## src/rtl/rv32_memory_stage_pipe.sv

```systemverilog
// RV32 memory stage: aligned RAM/bus store generation, load pipelining through
// MEM_LATENCY register stages, load extension, and a Wishbone-style bus FSM
// that stalls the pipeline until ack or timeout.
//
// Handshake: an instruction presented on the M1 inputs (valid_i and friends) is
// accepted on a rising edge only when advance = ~stall_i & ~stall_o. While it is
// not accepted, upstream must hold every M1 input stable. The bus side raises
// bus_req_o (cyc&stb) and keeps addr/sel/we/wdata constant until the cycle in
// which bus_ack_i is seen or the wait counter expires.
module rv32_memory_stage_pipe #(
  parameter int MEM_LATENCY = 1,
  parameter int BUS_TIMEOUT = 16,
  parameter int RAM_HI_NIB  = 1,
  parameter int BUS_NIB     = 2
) (
  input  logic        clk_i,
  input  logic        rst_n_i,
  input  logic        stall_i,
  input  logic        valid_i,
  input  logic        reg_write_i,
  input  logic        mem_read_i,
  input  logic        mem_write_i,
  input  logic [2:0]  funct3_i,
  input  logic [4:0]  rd_i,
  input  logic [31:0] alu_result_i,
  input  logic [31:0] write_data_i,
  output logic        mem_en_o,
  output logic [3:0]  mem_we_o,
  output logic [31:0] mem_addr_o,
  output logic [31:0] mem_wdata_o,
  input  logic [31:0] mem_rdata_i,
  output logic        bus_req_o,
  output logic        bus_we_o,
  output logic [3:0]  bus_sel_o,
  output logic [31:0] bus_addr_o,
  output logic [31:0] bus_wdata_o,
  input  logic [31:0] bus_rdata_i,
  input  logic        bus_ack_i,
  output logic        stall_o,
  output logic        valid_o,
  output logic        reg_write_o,
  output logic [4:0]  rd_o,
  output logic [31:0] alu_result_o,
  output logic [31:0] load_data_o,
  output logic        fault_o,
  output logic [1:0]  dbg_bus_state_o
);

  localparam int CW = (BUS_TIMEOUT > 1) ? $clog2(BUS_TIMEOUT) : 1;
  localparam logic [CW-1:0] CNT_LAST = CW'(BUS_TIMEOUT - 1);

  localparam logic [1:0] REG_NONE = 2'd0;
  localparam logic [1:0] REG_RAM  = 2'd1;
  localparam logic [1:0] REG_BUS  = 2'd2;

  // S_DONE holds a finished bus result while stall_i keeps the access in M1,
  // so the access is not re-issued once stall_i drops.
  typedef enum logic [1:0] {
    S_IDLE = 2'd0,
    S_WAIT = 2'd1,
    S_DONE = 2'd2
  } bus_state_e;

  typedef struct packed {
    logic        valid;
    logic        reg_write;
    logic        mem_read;
    logic [4:0]  rd;
    logic [31:0] alu;
    logic [2:0]  funct3;
    logic [1:0]  region;
    logic        fault;
    logic [31:0] bus_data;
  } mstage_t;

  // ---------------------------------------------------------------------------
  // M1 decode
  // ---------------------------------------------------------------------------
  logic [3:0]  nib;
  logic        is_mem;
  logic [1:0]  region_in;
  logic        misalign;
  logic        unmapped;
  logic        ram_acc;
  logic        bus_acc;
  logic [3:0]  lanes;
  logic [31:0] wdata_rep;

  assign nib = alu_result_i[31:28];
  assign is_mem = valid_i & (mem_read_i | mem_write_i);

  // Address decode, alignment check, byte lanes and replicated store data.
  always_comb begin
    region_in = REG_NONE;
    misalign  = 1'b0;
    lanes     = 4'b1111;
    wdata_rep = write_data_i;
    if (nib <= 4'(RAM_HI_NIB)) begin
      region_in = REG_RAM;
    end else if (nib == 4'(BUS_NIB)) begin
      region_in = REG_BUS;
    end
    case (funct3_i[1:0])
      2'b00: begin
        lanes     = 4'b0001 << alu_result_i[1:0];
        wdata_rep = {4{write_data_i[7:0]}};
      end
      2'b01: begin
        misalign  = alu_result_i[0];
        lanes     = 4'b0011 << alu_result_i[1:0];
        wdata_rep = {2{write_data_i[15:0]}};
      end
      2'b10: begin
        misalign  = (alu_result_i[1:0] != 2'b00);
      end
      default: begin
        misalign  = 1'b0;
      end
    endcase
  end

  assign unmapped = (region_in == REG_NONE);
  assign ram_acc  = is_mem & ~misalign & (region_in == REG_RAM);
  assign bus_acc  = is_mem & ~misalign & (region_in == REG_BUS);

  // ---------------------------------------------------------------------------
  // Bus FSM
  // ---------------------------------------------------------------------------
  bus_state_e    state_q, state_d;
  logic [CW-1:0] cnt_q, cnt_d;
  logic [31:0]   slot_q, slot_d;
  logic          slot_fault_q, slot_fault_d;
  logic [31:0]   baddr_q, baddr_d;
  logic [31:0]   bwdata_q, bwdata_d;
  logic [3:0]    bsel_q, bsel_d;
  logic          bwe_q, bwe_d;
  logic          wait_s;
  logic          timeout;
  logic          advance;
  logic [31:0]   bus_slot_in;
  logic          bus_fault_in;

  assign wait_s  = (state_q == S_WAIT);
  assign timeout = wait_s & ~bus_ack_i & (cnt_q == CNT_LAST);
  assign stall_o = (wait_s & ~bus_ack_i & (cnt_q != CNT_LAST))
                 | ((state_q == S_IDLE) & bus_acc);
  assign advance = ~stall_i & ~stall_o;

  // Next-state logic for the bus FSM, wait counter, result slot and bus latches.
  always_comb begin
    state_d      = state_q;
    cnt_d        = cnt_q;
    slot_d       = slot_q;
    slot_fault_d = slot_fault_q;
    baddr_d      = baddr_q;
    bwdata_d     = bwdata_q;
    bsel_d       = bsel_q;
    bwe_d        = bwe_q;
    case (state_q)
      S_IDLE: begin
        if (bus_acc && !stall_i) begin
          state_d  = S_WAIT;
          cnt_d    = '0;
          baddr_d  = alu_result_i;
          bwdata_d = wdata_rep;
          bsel_d   = lanes;
          bwe_d    = mem_write_i;
        end
      end
      S_WAIT: begin
        cnt_d = cnt_q + CW'(1);
        if (bus_ack_i) begin
          slot_d       = bus_rdata_i;
          slot_fault_d = 1'b0;
          cnt_d        = '0;
          state_d      = stall_i ? S_DONE : S_IDLE;
        end else if (timeout) begin
          slot_d       = '0;
          slot_fault_d = 1'b1;
          cnt_d        = '0;
          state_d      = stall_i ? S_DONE : S_IDLE;
        end
      end
      S_DONE: begin
        if (!stall_i) begin
          state_d = S_IDLE;
        end
      end
      default: begin
        state_d = S_IDLE;
      end
    endcase
  end

  // Bus FSM state, counter, result slot and bus output registers.
  always_ff @(posedge clk_i or negedge rst_n_i) begin
    if (!rst_n_i) begin
      state_q      <= S_IDLE;
      cnt_q        <= '0;
      slot_q       <= '0;
      slot_fault_q <= 1'b0;
      baddr_q      <= '0;
      bwdata_q     <= '0;
      bsel_q       <= '0;
      bwe_q        <= 1'b0;
    end else begin
      state_q      <= state_d;
      cnt_q        <= cnt_d;
      slot_q       <= slot_d;
      slot_fault_q <= slot_fault_d;
      baddr_q      <= baddr_d;
      bwdata_q     <= bwdata_d;
      bsel_q       <= bsel_d;
      bwe_q        <= bwe_d;
    end
  end

  // bus_req_o comes straight from the state register, so reset drops it at once.
  assign bus_req_o       = wait_s;
  assign bus_we_o        = bwe_q;
  assign bus_sel_o       = bsel_q;
  assign bus_addr_o      = baddr_q;
  assign bus_wdata_o     = bwdata_q;
  assign dbg_bus_state_o = state_q;

  // Bus data / bus fault handed to the first M-stage register when M1 advances.
  always_comb begin
    bus_slot_in  = '0;
    bus_fault_in = 1'b0;
    case (state_q)
      S_WAIT: begin
        bus_slot_in  = bus_ack_i ? bus_rdata_i : 32'h0;
        bus_fault_in = timeout;
      end
      S_DONE: begin
        bus_slot_in  = slot_q;
        bus_fault_in = slot_fault_q;
      end
      default: begin
        bus_slot_in  = '0;
        bus_fault_in = 1'b0;
      end
    endcase
  end

  // ---------------------------------------------------------------------------
  // RAM port
  // ---------------------------------------------------------------------------
  assign mem_en_o    = advance;
  assign mem_addr_o  = alu_result_i;
  assign mem_wdata_o = wdata_rep;
  assign mem_we_o    = (advance && ram_acc && mem_write_i) ? lanes : 4'b0000;

  // ---------------------------------------------------------------------------
  // M-stage pipeline
  // ---------------------------------------------------------------------------
  mstage_t m1_d;
  mstage_t stage_q [MEM_LATENCY];

  // Pack the M1 instruction into the form carried down the M-stages.
  always_comb begin
    m1_d           = '0;
    m1_d.valid     = valid_i;
    m1_d.reg_write = valid_i & reg_write_i;
    m1_d.mem_read  = valid_i & mem_read_i;
    m1_d.rd        = rd_i;
    m1_d.alu       = alu_result_i;
    m1_d.funct3    = funct3_i;
    m1_d.region    = is_mem ? region_in : REG_NONE;
    m1_d.fault     = (is_mem & (misalign | unmapped)) | bus_fault_in;
    m1_d.bus_data  = bus_slot_in;
  end

  // M-stage shift register; every stage moves only on advance.
  always_ff @(posedge clk_i or negedge rst_n_i) begin
    if (!rst_n_i) begin
      for (int i = 0; i < MEM_LATENCY; i++) begin
        stage_q[i] <= '0;
      end
    end else if (advance) begin
      stage_q[0] <= m1_d;
      for (int i = 1; i < MEM_LATENCY; i++) begin
        stage_q[i] <= stage_q[i-1];
      end
    end
  end

  // ---------------------------------------------------------------------------
  // Last M-stage: read-data mux by the access's own region, then extension
  // ---------------------------------------------------------------------------
  mstage_t     last;
  logic [31:0] raw;
  logic [31:0] shifted;
  logic [31:0] ext;
  logic [31:0] load_d;

  assign last = stage_q[MEM_LATENCY-1];

  // Pick the source word, align the addressed byte/half, then extend it.
  always_comb begin
    raw = '0;
    if (last.region == REG_RAM) begin
      raw = mem_rdata_i;
    end else if (last.region == REG_BUS) begin
      raw = last.bus_data;
    end
    shifted = raw >> {last.alu[1:0], 3'b000};
    case (last.funct3)
      3'b000:  ext = {{24{shifted[7]}}, shifted[7:0]};
      3'b001:  ext = {{16{shifted[15]}}, shifted[15:0]};
      3'b010:  ext = raw;
      3'b100:  ext = {24'h0, shifted[7:0]};
      3'b101:  ext = {16'h0, shifted[15:0]};
      default: ext = '0;
    endcase
    load_d = (last.valid && last.mem_read && !last.fault) ? ext : 32'h0;
  end

  // ---------------------------------------------------------------------------
  // M->W register
  // ---------------------------------------------------------------------------
  logic        w_valid_q;
  logic        w_reg_write_q;
  logic [4:0]  w_rd_q;
  logic [31:0] w_alu_q;
  logic [31:0] w_load_q;
  logic        w_fault_q;

  // Writeback register, loaded from the last M-stage on advance.
  always_ff @(posedge clk_i or negedge rst_n_i) begin
    if (!rst_n_i) begin
      w_valid_q     <= 1'b0;
      w_reg_write_q <= 1'b0;
      w_rd_q        <= '0;
      w_alu_q       <= '0;
      w_load_q      <= '0;
      w_fault_q     <= 1'b0;
    end else if (advance) begin
      w_valid_q     <= last.valid;
      w_reg_write_q <= last.reg_write;
      w_rd_q        <= last.rd;
      w_alu_q       <= last.alu;
      w_load_q      <= load_d;
      w_fault_q     <= last.valid & last.fault;
    end
  end

  assign valid_o      = w_valid_q;
  assign reg_write_o  = w_reg_write_q;
  assign rd_o         = w_rd_q;
  assign alu_result_o = w_alu_q;
  assign load_data_o  = w_load_q;
  assign fault_o      = w_fault_q;

endmodule

```

## config.mk

```make
export PLATFORM = sky130hd
export DESIGN_NAME = rv32_memory_stage_pipe
export DESIGN_NICKNAME = d
export VERILOG_FILES = /design/src/rtl/rv32_memory_stage_pipe.sv
export SDC_FILE = /design/constraint.sdc
export NUM_CORES = 1
export LEC_CHECK = 0
export CORE_MARGIN = 3
export CORE_UTILIZATION = 50
export DETAILED_ROUTE_END_ITERATION = 10
export PLACE_DENSITY = 0.84
export RECOVER_POWER = 100
export SLEW_MARGIN = 20
export SYNTH_ARGS = -nofsm -noshare
export SYNTH_HDL_FRONTEND = slang
export SYNTH_SLANG_ARGS = --single-unit
```

## constraint.sdc

```tcl
create_clock -name clk_i -period 9.7 [get_ports clk_i]
set_clock_uncertainty 0.1 [all_clocks]
set_input_delay 2.91 -clock clk_i [delete_from_list [all_inputs] [get_ports clk_i]]
set_output_delay 2.91 -clock clk_i [all_outputs]
set_load 0.02 [all_outputs]
```

# Word-level counts from Yosys, hierarchy flattened
# Index checks and enable logic that the tools add are counted.
dict set report totals {
  register_bits 258
  in_bits 144
  out_inout_bits 214
}
dict set report classes {
  n_lt_le_gt_ge 1
  eq_ne 18
  n_reduce_logical 18
  shift 3
  bitwise_logic 21
  addsub 1
  muxes 28
}
# op n
set op_table {}
lappend op_table {{two-way mux 32 bit} 6}
lappend op_table {{case mux 32 bit (5 select lines)} 1}
lappend op_table {{case mux 32 bit (2 select lines)} 2}
lappend op_table {{right shift 32 x 5 -> 16 bit} 1}
lappend op_table {{two-way mux 2 bit} 8}
lappend op_table {{two-way mux 4 bit} 4}
lappend op_table {{case mux 4 bit (2 select lines)} 2}
lappend op_table {{AND 1 bit} 13}
lappend op_table {{equality test 2 x 1 -> 1 bit (second input constant)} 4}
lappend op_table {{equality test 2 bit (second input constant)} 4}
lappend op_table {{equality test 3 bit (second input constant)} 2}
lappend op_table {{logical NOT 2 bit} 3}
lappend op_table {{case mux 2 bit (3 select lines)} 1}
lappend op_table {{AND reduction 2 bit} 3}
lappend op_table {{nonzero test 2 bit} 3}
lappend op_table {{logical AND 1 bit} 5}
lappend op_table {{adder 4 x 1 -> 4 bit (second input constant)} 1}
lappend op_table {{equality test 4 x 2 -> 1 bit (second input constant)} 1}
lappend op_table {{equality test 4 bit (second input constant)} 1}
lappend op_table {{<= comparator 4 x 1 -> 1 bit (second input constant)} 1}
lappend op_table {{!= test 4 bit (second input constant)} 1}
lappend op_table {{NOT 1 bit} 4}
lappend op_table {{bitwise OR 1 bit} 4}
lappend op_table {{case mux 1 bit (2 select lines)} 2}
lappend op_table {{11 further kinds} 13}

# Logic depth before layout (Yosys ltp)
# Gate-level depths: netlist (run 1).
dict set report depth {
  ltp_word 12
  depth_mapped 10
}

# Worst setup path after synthesis (run 1)
# Ideal clock, no wire load.
dict set report synth_timing {
  path_type {input to output}
  from {input funct3_i[0]}
  to {output mem_we_o[0]}
  arrival_ns 4.312
  stages 7
  t_required_ns 6.690
  slack_ns 2.378
  n_path_buf 2
  cell_sequence {inv_1 > ha_1 > clkbuf_1 > nor2_1 > clkbuf_1 > nor2_1 > nor2_1}
}
dict set report synth_between {
  elab_chain_len 12
  elab_cells_between_ends 16
  cone_classes {2 x eq/ne; 3 x mux; 8 x bitwise; 3 x reduce/logical}
}
# element line
set synth_lines {}
lappend synth_lines {{from (decl)} 23} ;# input logic [2:0] funct3_i,
lappend synth_lines {{equality test 2 bit / equality test 2 x 1 -> 1 bit (equally long branches)} 103} ;# case (funct3_i[1:0])
lappend synth_lines {{case mux 1 bit (2 select lines)} 103}
lappend synth_lines {{NOT 1 bit} {123, 124}}
lappend synth_lines {{AND 1 bit} {123, 124}}
lappend synth_lines {{AND 1 bit} 124} ;# assign bus_acc = is_mem & ~misalign & (region_in == REG_BUS);
lappend synth_lines {{AND 1 bit} 146} ;# | ((state_q == S_IDLE) & bus_acc);
lappend synth_lines {{bitwise OR 1 bit} 146}
lappend synth_lines {{NOT 1 bit} 147} ;# assign advance = ~stall_i & ~stall_o;
lappend synth_lines {{AND 1 bit} 147}
lappend synth_lines {{logical AND 1 bit (2 in a row)} 252} ;# assign mem_we_o = (advance && ram_acc && mem_write_i) ? lanes : 4'b0000;
lappend synth_lines {{two-way mux 4 bit (*)} 252}
lappend synth_lines {{to (decl)} 28} ;# output logic [3:0] mem_we_o,
# Mark *: on every way between the ends. The rest lies on a longest branch, timed or not.

# Final worst setup path (run 1)
dict set report layout_timing {
  from {input funct3_i[1]}
  to {output mem_wdata_o[18]}
}
dict set report layout_between {
  elab_chain_len 2
  elab_cells_between_ends 3
  cone_classes {1 x eq/ne; 1 x mux; 1 x reduce/logical}
}
# element line
set layout_lines {}
lappend layout_lines {{equality test 2 x 1 -> 1 bit / logical NOT 2 bit (equally long branches)} 103}
lappend layout_lines {{case mux 32 bit (2 select lines) (*)} 103}
lappend layout_lines {{to (decl)} 30} ;# output logic [31:0] mem_wdata_o,
# Marked as above.

==> results.yml, run 1 <==
run_status:
  status: "complete, but fails checks"
  violations: "max-capacitance violations, max-slew violations"
cts:
  post_cts_buffers: 0
  cts_hold_buffers: 0
  cts_root_buf: "clkbuf_16"
  clkSlewWorstSetupHoldPaths_ns: 0.05
  clk_latency_ns: 0.53
  post_cts_resized: 0
  cts_buffers: 28
  htree_levels: 1
  cts_tree: "done"
  clock_sinks: 258
  cts.path.max_buffers: 3
floorplan:
  coreArea_um2: 23600
  dieArea_um2: 26100
  start_util_pct: 51.2
  ios: 358
  die_w_um: 162
  die_h_um: 162
  num_rows: 56
pwr:
  power.density_nw_per_um2: 203
  p_total_mw: 3.33
  p_leak_nw: 7.32
  vdd_drop_max_mv: 0.174
timing:
  relSlewSlack_pct: -255
  worst_slack_ns: 0.583
  setup_viol: 0
  min_period_ns: 9.12
  timing.final.crit_share_pct: 94.0
  tightest_slew_ns: 5.33
  drv_slew: 444
  fmax_ghz: 0.110
  hold_viol: 0
  fin_tns_setup_ns: 0
  rsz0062_at_grt: "false"
finish:
  fillers: 1684
  final_area_um2: 16400
  layout.cells.non_filler: 1648
  syn2layout_area_growth_pct: 35.7
  nNetsFinal: 1459
  drive_gt1_share_pct: 16.6
detailed_routing:
  num_vias: 9438
  drtPass1Iterations: 6
  drt-vias-per-instance: 5.73
  drtAntennaViolNets: 0
  drc: 0
  drtIter0Drc: 1101
  wire_per_inst_um: 21.7
  drt_wl_total_um: 35700
setup_path:
  cp_slowest_stage_delay_ns: 0.69
  cp-start-kind: "input port"
  required_ns: 6.69
  crit_type: "in -> out"
  end_kind: "primary output"
  cpMaxStageDelayCell: "dlygate4sd3_1"
  r2r_end: "last[22]$_DFFE_PN0P_"
  worstSetupStartpoint: "funct3_i[1]"
  cp_cell_sequence: "dlygate4sd3_1, inv_1, ha_1, nor2_1, clkbuf_1, mux2_2, clkdlybuf4s50_1"
  cp_num_cells: 7
  r2r_start: "dbg_bus_state_o[1]$_DFFE_PN0P_"
  cp_top_family: "buffers and inverters"
  arrival_ns: 6.11
  critPathBufInv: 4
  r2r_slack_ns: 4.17
  endpoint: "mem_wdata_o[18]"
  r2r_cells: 7
  crit_fanout: 19
yosys:
  synth-seq-cells: 258
  synth_common_cells: "dfrtp_1, mux2_2, nand2_1"
  ys_seq_area_share_pct: 53.4
  synthCells: 1027
  synthesis.nets: 1178
  synth_top_cells_by_area: "dfrtp_1, mux2_2, a22o_1, nand2_1, buf_4"
  synth_edf_count: 0
  yosysTopAreaCell: "dfrtp_1"
  yosys_warnings: 0
  async_flop_share_pct: 100
  yosysMostFrequentCell: "dfrtp_1"
  avgSynthCellArea_um2: 11.8
  syn_area_um2: 12100
  synth_flop_cell: "dfrtp_1"
  synth_top_area_share_pct: 53.4
  ys_types: 60
placed_design:
  dp.final_hpwl_um: 25400
  placedCellCount: 1597
  io_buffers: 357
  place_congestion: 0.896
  postPlaceCellArea_um2: 15500
  post-place-ws_ns: 0.965
min_path:
  hold_depth: 1
  min_path_type: "reg -> reg"
flow_run:
  maxCapViolCount: 5
global_routing:
  grt_start_max_net_pins: 116
  grt_usage_pct: 26.6
  grt_pass1_wl_um: 55200
  antenna_found_initial: 4
  grt_pass1_vias: 9672
  grt_overflow: 0
[worst min-delay path by stage]
stage                                    start                    endpoint  slack (ns)
floorplan                 last[75]$_DFFE_PN0P_        last[75]$_DFFE_PN0P_        0.34
global placement    bus_addr_o[29]$_DFFE_PN0P_  bus_addr_o[29]$_DFFE_PN0P_        0.36
detailed placement  bus_addr_o[29]$_DFFE_PN0P_  bus_addr_o[29]$_DFFE_PN0P_        0.37
CTS                 bus_addr_o[29]$_DFFE_PN0P_  bus_addr_o[29]$_DFFE_PN0P_        0.38
global route        bus_addr_o[29]$_DFFE_PN0P_  bus_addr_o[29]$_DFFE_PN0P_        0.38
finish              bus_addr_o[29]$_DFFE_PN0P_  bus_addr_o[29]$_DFFE_PN0P_        0.37
[layer usage]
metal / up-vias / wire (um) / track usage [%]
met3: 90 / 2600 / 5.85
met2: 419 / 17100 / 43.2
met5: - / 34 / 0
met1: 4637 / 14900 / 36.0
li1: 4288 / - / -
met4: 4 / 1130 / 8.21
[per-stage QoR]
step / hold slack (ns) / util, %
finish: 0.373 / 69.5
global placement: 0.358 / 65.6
global route: 0.385 / 69.5
CTS: 0.383 / 69.8
floorplan: 0.343 / -
detailed placement: 0.370 / 65.6
[worst register-to-register path, cell delays in order (launching register included)]
cell      delay [ns]
dfrtp_1         0.43
inv_1           0.10
ha_1            0.29
nor2b_1         0.37
a21oi_2         0.16
o21ai_4         0.17
clkbuf_1        2.93
o21ai_0         0.64
[cell usage in the layout (no fill, tap or decap), types with 6 or more instances in the layout]
master and count:
dfrtp_1 258, dlygate4sd3_1 212, nand2_1 144, clkdlybuf4s50_1 144
mux2_2 143, a22o_1 95, o21ai_0 58, clkbuf_16 29
a22oi_1 25, nor2_1 21, mux2i_1 14, a21oi_1 10
or3_1 10, a211oi_1 9, clkbuf_1 9, nand2b_1 8
o211ai_1 8, o2111ai_1 8, a221o_1 7, nand4_2 7
o22ai_1 7, nand3_1 6, inv_1 6, a222oi_1 6
ha_1 6, clkbuf_8 6, buf_4 6
[cells by family after synthesis]
| logic type | after synthesis | synth area share, % |
|---|---|---|
| muxes | 159 | 14.7 |
| AOI/OAI and AO/OA | 256 | 16.5 |
| buffers and inverters | 123 | 5.87 |
| DFF | 258 | 53.4 |
| and+or+nand+nor | 224 | 8.83 |
| adders and majority gates | 7 | 0.724 |
[power breakdown]
| group | leakage [nW] | internal, mW | total, mW | switching (mW) |
|---|---|---|---|---|
| combinational | 3.48 | 0.391 | 0.827 | 0.436 |
| clock | 0.489 | 0.721 | 1.14 | 0.418 |
| sequential | 3.35 | 1.25 | 1.36 | 0.109 |
[layout make-up]
type / instances / area, um2 / area share [%]
diodes: 2 / 5.00 / 0.0305
clock buffers: 40 / 827 / 5.04
clock inverters: 9 / 176 / 1.08
inverters: 7 / 26.3 / 0.160
multi-input cells: 646 / 4880 / 29.8
flip-flops and latches: 258 / 6460 / 39.4
well taps: 319 / 399 / 2.43
repair buffers: 367 / 3630 / 22.1
[state kept, by name, indices dropped and copies added (netlist names)]
name,cells
last,78
reg_write_o,1
dbg_bus_state_o,2
bus_wdata_o,32
bus_sel_o,4
slot_fault_q,1
bus_addr_o,32
cnt_q,4
fault_o,1
bus_we_o,1
alu_result_o,32
slot_q,32
load_data_o,32
rd_o,5
valid_o,1
No activity file was read; power rests on OpenSTA's default activity.
==> run 2, diff against run 1 <==
--- a/config.mk
+++ b/config.mk
@@ -7,6 +7,7 @@
 export LEC_CHECK = 0
 export CORE_MARGIN = 3
 export CORE_UTILIZATION = 50
+export CTS_CLUSTER_SIZE = 8
 export DETAILED_ROUTE_END_ITERATION = 10
 export PLACE_DENSITY = 0.84
 export RECOVER_POWER = 100
@@ -14,3 +15,4 @@
 export SYNTH_ARGS = -nofsm -noshare
 export SYNTH_HDL_FRONTEND = slang
 export SYNTH_SLANG_ARGS = --single-unit
+export TNS_END_PERCENT = 20
==> run 2 against run 1 <==
The flow still finishes with violations (max-capacitance violations, max-slew violations). Clock power is essentially flat. Maximum frequency shrank 0.14%. First-iteration DRC count up 2.5%. Hold slack got worse by 0.0020 ns. Highest routed layer unchanged. Critical endpoint unchanged.
==> results.yml, run 2 (same netlist as run 1, synthesis figures left out) <==
timing:
  setup_viol: 0
  hold_viol: 0
  drv_slew: 444
  fin_tns_setup_ns: 0
  rsz0062_at_grt: "false"
  tightest_slew_ns: 5.36
  timing.final.crit_share_pct: 94.1
  min_period_ns: 9.13
  relSlewSlack_pct: -257
  fmax_ghz: 0.110
  timing.hold.ws_ns: 0.371
finish:
  fillers: 1676
  diodes: 0
  layout_common_cells: "dfrtp_1, dlygate4sd3_1, nand2_1, mux2_2, clkdlybuf4s50_1"
  syn2layout_area_growth_pct: 35.8
  layout.cells.non_filler: 1642
  nNetsFinal: 1469
  final_area_um2: 16400
  multi_input_area_um2: 4880
  ff_latch_area_um2: 6460
  largest_reg_flops: 78
  drive_gt1_share_pct: 16.6
  final_common_cell: "dfrtp_1"
floorplan:
  die_h_um: 162
  ios: 358
  dieArea_um2: 26100
  coreArea_um2: 23600
  num_rows: 56
  die_w_um: 162
  start_util_pct: 51.2
global_routing:
  grt_overflow: 0
  antenna_found_initial: 2
  grt_pass1_wl_um: 55600
  grt_usage_pct: 26.9
  grt_start_max_net_pins: 116
  grt_pass1_vias: 9676
placed_design:
  dp.final_hpwl_um: 25400
  place_congestion: 0.896
  postPlaceCellArea_um2: 15500
  placedCellCount: 1597
  io_buffers: 357
detailed_routing:
  drtIter0Drc: 1128
  drc: 0
  drtAntennaViolNets: 0
  drt-vias-per-instance: 5.75
  wire_per_inst_um: 21.9
  drt_wl_total_um: 35900
  drtPass1Iterations: 9
  num_vias: 9444
cts:
  htree_levels: 2
  cts.path.max_buffers: 3
  cts_tree: "done"
  post_cts_resized: 0
  clk_latency_ns: 0.50
  cts_hold_buffers: 0
  clock_sinks: 258
  cts_root_buf: "clkbuf_16"
  cts_buffers: 38
  post_cts_buffers: 0
  clkSlewWorstSetupHoldPaths_ns: 0.04
setup_path:
  cp_top_family: "buffers and inverters"
  cpMaxStageDelayCell: "dlygate4sd3_1"
  end_kind: "primary output"
  crit_type: "in -> out"
  cp-start-kind: "input port"
  cp_slowest_stage_delay_ns: 0.69
  required_ns: 6.69
  crit_fanout: 19
  arrival_ns: 6.12
  cp_cell_sequence: "dlygate4sd3_1, inv_1, ha_1, nor2_1, clkbuf_1, mux2_2, clkdlybuf4s50_1"
  critPathBufInv: 4
pwr:
  vdd_drop_max_mv: 0.143
  p_leak_nw: 7.34
  p_total_mw: 3.34
  power.density_nw_per_um2: 204
flow_run:
  maxCapViolCount: 5
min_path:
  min_path_type: "reg -> reg"
run_status:
  violations: "max-capacitance violations, max-slew violations"
  status: "complete, but fails checks"
[run 2: worst paths after layout]
kind | startpoint | endpoint | slack (ns) | cells after the start
setup / recovery | funct3_i[1] | mem_wdata_o[18] | 0.57 | 7
hold / removal | bus_addr_o[29]$_DFFE_PN0P_ | bus_addr_o[29]$_DFFE_PN0P_ | 0.37 | 1
setup reg to reg | dbg_bus_state_o[1]$_DFFE_PN0P_ | last[26]$_DFFE_PN0P_ | 4.30 | 7
hold reg to reg | bus_addr_o[29]$_DFFE_PN0P_ | bus_addr_o[29]$_DFFE_PN0P_ | 0.37 | 1
max in group asynchronous | rst_n_i | last[69]$_DFFE_PN0P_ | 1.94 | 1
min in group asynchronous | rst_n_i | slot_q[28]$_DFFE_PN0P_ | 4.49 | 1
[run 2: layer usage]
metal | up-vias | global-route usage (%) | wire length, um
li1 | 4298 | - | -
met1 | 4680 | 36.6 | 14900
met2 | 387 | 43.9 | 17400
met3 | 75 | 5.59 | 2620
met4 | 4 | 7.90 | 949
met5 | - | 0 | 34
[run 2: cell type report]
type,instances,share of cell area [%]
Sequential cell,258,39.3
Clock inverter,3,0.229
Inverter,7,0.160
Multi-Input combinational cell,646,29.7
Timing Repair Buffer,367,22.1
Clock buffer,42,6.01
Tap cell,319,2.43
[run 2: per-stage QoR]
step / setup slack [ns] / util (%)
floorplan: 2.38 / -
global placement: 1.03 / 65.6
detailed placement: 0.965 / 65.6
CTS: 0.921 / 69.9
global route: 0.377 / 69.5
finish: 0.570 / 69.5
[run 2: worst reg2reg max path: cells and delay by family, from the launching register on]
| family | cells | cell delay (ns) |
|---|---|---|
| AND/OR/NAND/NOR | 1 | 0.37 |
| adder cells (fa/ha/maj) | 1 | 0.28 |
| buffers and inverters | 2 | 3.07 |
| flip-flops | 1 | 0.42 |
| AO/OA/AOI/OAI | 3 | 0.84 |
[run 2: where the power goes]
group	internal [mW]	switching, mW
Sequential	1.25	0.109
Clock	0.711	0.441
Combinational	0.391	0.436
